===== config.mk =====
export PLATFORM = sky130hd
export DESIGN_NAME = alu_arbiter
export DESIGN_NICKNAME = d
export VERILOG_FILES = /design/src/rtl/alu_pkg.sv /design/src/rtl/alu_arbiter_rr_picker.sv /design/src/rtl/alu_arbiter.sv
export SDC_FILE = /design/constraint.sdc
export NUM_CORES = 1
export LEC_CHECK = 0
export BUFFER_PORTS_ARGS = -buffer_cell sky130_fd_sc_hd__clkbuf_2
export CORE_AREA = 2 2 108 110
export DETAILED_ROUTE_END_ITERATION = 8
export DIE_AREA = 0 0 110 112
export GPL_TIMING_DRIVEN = 0
export SLEW_MARGIN = 20
export SYNTH_ARGS = -nofsm -noshare
export SYNTH_HDL_FRONTEND = slang
export SYNTH_SLANG_ARGS = --single-unit

===== constraint.sdc =====
create_clock -name clk -period 3.35 [get_ports clk]
set_input_delay 0.1675 -clock clk [delete_from_list [all_inputs] [get_ports clk]]
set_output_delay 0.1675 -clock clk [all_outputs]
set_load 0.01 [all_outputs]

===== src/rtl/alu_pkg.sv =====
// Shared ALU definitions: selection codes, datapath widths and the operand bundle
// that the arbiter forwards to the single shared ALU.
package alu_pkg;

   localparam int DATA_W = 32;
   localparam int SEL_W  = 3;

   localparam logic [SEL_W-1:0] SEL_XOR  = 3'b000;
   localparam logic [SEL_W-1:0] SEL_SLTU = 3'b001;
   localparam logic [SEL_W-1:0] SEL_ADD  = 3'b100;
   localparam logic [SEL_W-1:0] SEL_SUB  = 3'b101;
   localparam logic [SEL_W-1:0] SEL_AND  = 3'b110;
   localparam logic [SEL_W-1:0] SEL_OR   = 3'b111;

   typedef struct packed {
      logic [DATA_W-1:0] op1;
      logic [DATA_W-1:0] op2;
      logic [SEL_W-1:0]  sel;
   } alu_req_t;

   typedef struct packed {
      logic [DATA_W-1:0] result;
      logic              zero;
   } alu_rsp_t;

   function automatic int idx_w(input int n);
      return (n > 1) ? $clog2(n) : 1;
   endfunction

endpackage


===== src/rtl/alu_arbiter_rr_picker.sv =====
// Combinational round-robin picker: the first set request at or after ptr wins,
// with the scan wrapping modulo N.
module rr_picker #(
   parameter int N = 2,
   parameter int W = 1
) (
   input  logic [N-1:0] req,
   input  logic [W-1:0] ptr,
   output logic [W-1:0] win,
   output logic         any
);

   int idx;

   // Walk offsets from farthest to nearest so the nearest set bit is written last.
   always_comb begin
      win = '0;
      idx = 0;
      for (int k = N - 1; k >= 0; k--) begin
         idx = int'(ptr) + k;
         if (idx >= N) idx = idx - N;
         if (req[idx]) win = W'(idx);
      end
      any = |req;
   end

endmodule


===== src/rtl/alu_arbiter.sv =====
// Round-robin arbiter sharing one combinational ALU among NUM_REQ requesters,
// with a one-entry tagged response register. ALU_ARB_STATS_EN adds grant/stall counters.
module alu_arbiter
   import alu_pkg::*;
#(
   parameter int NUM_REQ = 2,
   parameter int ID_W    = 1
) (
   input  logic                      clk,
   input  logic                      rst_n,
`ifdef ALU_ARB_STATS_EN
   input  logic                      stat_clr,
   output logic [NUM_REQ*16-1:0]     stat_grants,
   output logic [15:0]               stat_stalls,
`endif
   input  logic [NUM_REQ-1:0]        req_valid,
   output logic [NUM_REQ-1:0]        req_ready,
   input  logic [NUM_REQ*DATA_W-1:0] req_op1,
   input  logic [NUM_REQ*DATA_W-1:0] req_op2,
   input  logic [NUM_REQ*SEL_W-1:0]  req_sel,
   output logic [DATA_W-1:0]         alu_op1,
   output logic [DATA_W-1:0]         alu_op2,
   output logic [SEL_W-1:0]          alu_sel,
   input  logic [DATA_W-1:0]         alu_result,
   input  logic                      alu_zero,
   output logic                      rsp_valid,
   input  logic                      rsp_ready,
   output logic [ID_W-1:0]           rsp_id,
   output logic [DATA_W-1:0]         rsp_result,
   output logic                      rsp_zero
);

   localparam int PTR_W = idx_w(NUM_REQ);

   alu_req_t [NUM_REQ-1:0] req;
   alu_req_t               drv;
   logic [PTR_W-1:0]       win;
   logic                   any_vld;
   logic                   can_issue;
   logic                   grant;

   logic [PTR_W-1:0]  rr_ptr_q, rr_ptr_d;
   logic              rsp_valid_q, rsp_valid_d;
   logic [ID_W-1:0]   rsp_id_q, rsp_id_d;
   alu_rsp_t          rsp_q, rsp_d;

   for (genvar i = 0; i < NUM_REQ; i++) begin : g_unpack
      assign req[i].op1 = req_op1[i*DATA_W +: DATA_W];
      assign req[i].op2 = req_op2[i*DATA_W +: DATA_W];
      assign req[i].sel = req_sel[i*SEL_W +: SEL_W];
   end

   rr_picker #(.N(NUM_REQ), .W(PTR_W)) u_pick (
      .req (req_valid),
      .ptr (rr_ptr_q),
      .win (win),
      .any (any_vld)
   );

   assign can_issue = !rsp_valid_q || rsp_ready;
   assign grant     = any_vld && can_issue;

   always_comb begin
      req_ready = '0;
      if (rst_n && grant) req_ready[win] = 1'b1;
   end

   // With nothing pending the ALU sees all-zero operands (xor of zeros).
   always_comb begin
      drv = '0;
      if (any_vld) drv = req[win];
   end

   assign alu_op1 = drv.op1;
   assign alu_op2 = drv.op2;
   assign alu_sel = drv.sel;

   always_comb begin
      rsp_valid_d = rsp_valid_q;
      rsp_id_d    = rsp_id_q;
      rsp_d       = rsp_q;
      rr_ptr_d    = rr_ptr_q;
      if (grant) begin
         rsp_valid_d = 1'b1;
         rsp_id_d    = ID_W'(win);
         rsp_d       = '{result: alu_result, zero: alu_zero};
         rr_ptr_d    = (win == PTR_W'(NUM_REQ - 1)) ? '0 : win + 1'b1;
      end else if (rsp_ready) begin
         rsp_valid_d = 1'b0;
      end
   end

   always_ff @(posedge clk) begin
      if (!rst_n) begin
         rsp_valid_q <= 1'b0;
         rsp_id_q    <= '0;
         rsp_q       <= '0;
         rr_ptr_q    <= '0;
      end else begin
         rsp_valid_q <= rsp_valid_d;
         rsp_id_q    <= rsp_id_d;
         rsp_q       <= rsp_d;
         rr_ptr_q    <= rr_ptr_d;
      end
   end

   assign rsp_valid  = rsp_valid_q;
   assign rsp_id     = rsp_id_q;
   assign rsp_result = rsp_q.result;
   assign rsp_zero   = rsp_q.zero;

`ifdef ALU_ARB_STATS_EN
   logic [NUM_REQ-1:0][15:0] grants_q, grants_d;
   logic [15:0]              stalls_q, stalls_d;

   // Counters saturate; a clear wins over any increment in the same cycle.
   always_comb begin
      grants_d = grants_q;
      stalls_d = stalls_q;
      for (int i = 0; i < NUM_REQ; i++) begin
         if (stat_clr)
            grants_d[i] = '0;
         else if (grant && win == PTR_W'(i) && grants_q[i] != 16'hFFFF)
            grants_d[i] = grants_q[i] + 16'd1;
      end
      if (stat_clr)
         stalls_d = '0;
      else if (any_vld && !can_issue && stalls_q != 16'hFFFF)
         stalls_d = stalls_q + 16'd1;
   end

   always_ff @(posedge clk) begin
      if (!rst_n) begin
         grants_q <= '0;
         stalls_q <= '0;
      end else begin
         grants_q <= grants_d;
         stalls_q <= stalls_d;
      end
   end

   assign stat_grants = grants_q;
   assign stat_stalls = stalls_q;
`endif

endmodule


==> results.md <==
* Library cells used by synthesis at 22
* Slew margin rel. at 57.7%
* Standard-cell rows at 39
* R2r setup slk at 1960 ps
* Async SR Flop Fraction at 0%
* GRT overflow at 0
* FF+latch count, synth at 36
* Dpl hpwl at 9.14 mm
* Post-synth top flop: dfxtp_1
* Met3 Wirelength at 909 um
* Drt via density at 4.49
* CTS max path bufs at 2
* Hold Fails Final Rpt at 0
* CTS Sinks at 36
* Die extent in y at 112 um
* Via Count at 3670
* Drt drc at 0
* Main combinational cell family by area after synthesis: simple AND/OR/NAND/NOR gates
* Mapped cell area at 2580 um2
* Die area at 12300 um2
* Htree depth at 2
* Port Buffers at 272
* PostCTS Resize Cnt at 0
* Startpoint Class: register
* Synth Area in Compound Gates at 15.5%
* Total CTS buffers at 5
* Initial Util at 23.1%
* # diodes at 0
* Avg Synthesized Cell Area at 6.55 um2
* Number of global-route vias before repair at 3314
* Critical-path maximum fanout at 10
* Wl on met1 at 4.65 mm
* Yosys top cell area share at 27.9%
* Wire length on met2 at 5.66 mm
* Util after Layout at 38.2%
* Top routing layer in use: met4
* CTS root buffer: clkbuf_16
* Final slew viol count at 0
* Hold Crit Class: primary input to register
* Die width at 110 um
* CP arrival at 1780 ps
* Post-Synth Simple-Gate Area at 34.5%
* Static leakage at 2.37 nW
* CTS Hold Bufs at 0
* Worst skew pair latency at 270 ps
* Worst slew pin tran at 634 ps
* WL/cell at 13.9 um
* YS warnings at 0
* Synth Net Count at 566
* Register area share after synthesis at 27.9%
* Core footprint at 11200 um2
* Worst r2r dst: rsp_result[1]
* Setup violations, final at 0
* Setup repair bufs after CTS at 0
* CTS tree: built
* R2r worst-path depth at 5
* RePlAce Congestion at 0.862
* Peak VDD IR at 0.269 mV
* Setup TNS at 0 ps
* I/O Pins at 276
* Outcome: complete, no violations
* Layout Area Growth over Synthesis at 65.5%
* End of the worst hold path: rsp_result[10]
* Worst Path Required at 3180 ps
* Max-Cap Viols at 0
* Final WL at 11.4 mm
* Mux share of post-synthesis cell area at 12.8%
* Clk slew on worst S/H paths at 50 ps
* Hold_sp: alu_result[10]
* XOR/XNOR Fraction of Synth Area at 0%
* Fin Clk Skew at 3.13 ps
* Antenna violations before repair at 0
* Max Clk Rate at 0.514 GHz
* Hold depth at 3
* Area leader, netlist: dfxtp_1
* Initial DRC Count at 267
* Mapped Cells at 394
* Final nets at 845
* RSZ-0062 raised after global routing: no
* Final worst path period need at 1950 ps
* Power Dens Cells at 342 nW/um2
* RR Startpoint: rsp_valid
* Final period util at 58.1%
* Post-synth EDFFs at 0
* Post-Synth Adder-Cell Area at 0%
* Post-synth top cells: nand2_1, nand3_1, o21ai_0
* 1st-pass router iterations at 4
* Pin count of the biggest net entering global routing at 12
* CP Capture Type: output port
* Share of post-route cells with drive strength above 1 at 46.0%
* Crit Path Class: register to output port
* Antenna-violating nets left at 0
* Synth area leaders: dfxtp_1, nand2_1, nand3_1
* Most frequent cell after synthesis: nand2_1
* Fill count at 1261
* GRT Total Usage at 17.0%
* Global-route wire length before repair at 16.7 mm
==> state kept, by name (all words and copies together), names as in the netlist <==
register	count
rsp_id	1
rsp_zero	1
rsp_valid	1
rr_ptr_q	1
rsp_result	32
==> critical path: stages, from the launching register on <==
cell and delay (ps):
dfxtp_1 330, nand2b_2 120, buf_6 120, buf_6 160
clkbuf_1 370, nand3_1 150, o21ai_1 100, clkbuf_2 150
==> layer usage <==
metal  GRT usage (%)  vias up
met5               0        -
met4            3.80        0
met3            3.51       10
met2            29.9      171
met1            21.1     1603
li1                -     1886
==> cell usage in the layout (no fill, tap or decap), drive strengths merged <==
| cell type | n |
|---|---|
| a21boi | 1 |
| and2 | 2 |
| buf | 15 |
| clkbuf | 306 |
| clkinv | 2 |
| dfxtp | 36 |
| inv | 1 |
| mux2i | 33 |
| nand2 | 135 |
| nand2b | 2 |
| nand3 | 68 |
| nand4 | 1 |
| nor2 | 2 |
| o21a | 1 |
| o21ai | 68 |
| o22ai | 1 |
==> cells by family (layout without fill, tap and decap cells) <==
logic type | after synthesis | after routing
muxes | 33 | 33
and+or+nand+nor | 210 | 210
DFF | 36 | 36
buffers and inverters | 44 | 324
AOI/OAI and AO/OA | 71 | 71
==> power by group <==
part           internal [mW]  total (mW)  switching [mW]
clock network          0.293       0.462           0.169
registers              0.462       0.480          0.0174
logic                  0.234       0.519           0.285
==> how the worst max path moves through the flow <==
stage            startpoint          end  slack, ps  cells past startpoint
3_5_place_dp   req_valid[1]   alu_op2[0]       1680                      5
6_report           rr_ptr_q  alu_op1[26]       1400                      7
4_1_cts            rr_ptr_q  alu_op1[17]       1390                      7
3_3_place_gp       rr_ptr_q  alu_op1[17]       1680                      7
5_1_grt            rr_ptr_q  alu_op1[17]       1250                      7
2_1_floorplan      rr_ptr_q  alu_op1[11]       1990                      6
==> stage by stage <==
step / power (mW) / hold WS, ps / worst slack, ps / instances / area (um2)
after floorplan: 0.755 / 310 / 1990 / 394 / 2580
after global placement: 1.01 / 401 / 1680 / 809 / 4120
after detailed placement: 1.01 / 405 / 1680 / 809 / 4120
after CTS: 1.48 / 111 / 1390 / 817 / 4270
after global routing: 1.56 / 126 / 1250 / 817 / 4270
final: 1.46 / 119 / 1400 / 817 / 4270
==> final cells by class <==
class | instances | area, um2 | share of cell area [%]
Buffer | 43 | 235 | 5.51
Clock buffer | 6 | 139 | 3.25
Clock inverter | 2 | 10.0 | 0.234
Inverter | 1 | 3.75 | 0.0879
Multi-Input combinational cell | 314 | 1620 | 38.0
Sequential cell | 36 | 721 | 16.9
Tap cell | 143 | 179 | 4.19
Timing Repair Buffer | 272 | 1360 | 31.9
Note: power is estimated with default switching activity, not from simulation.
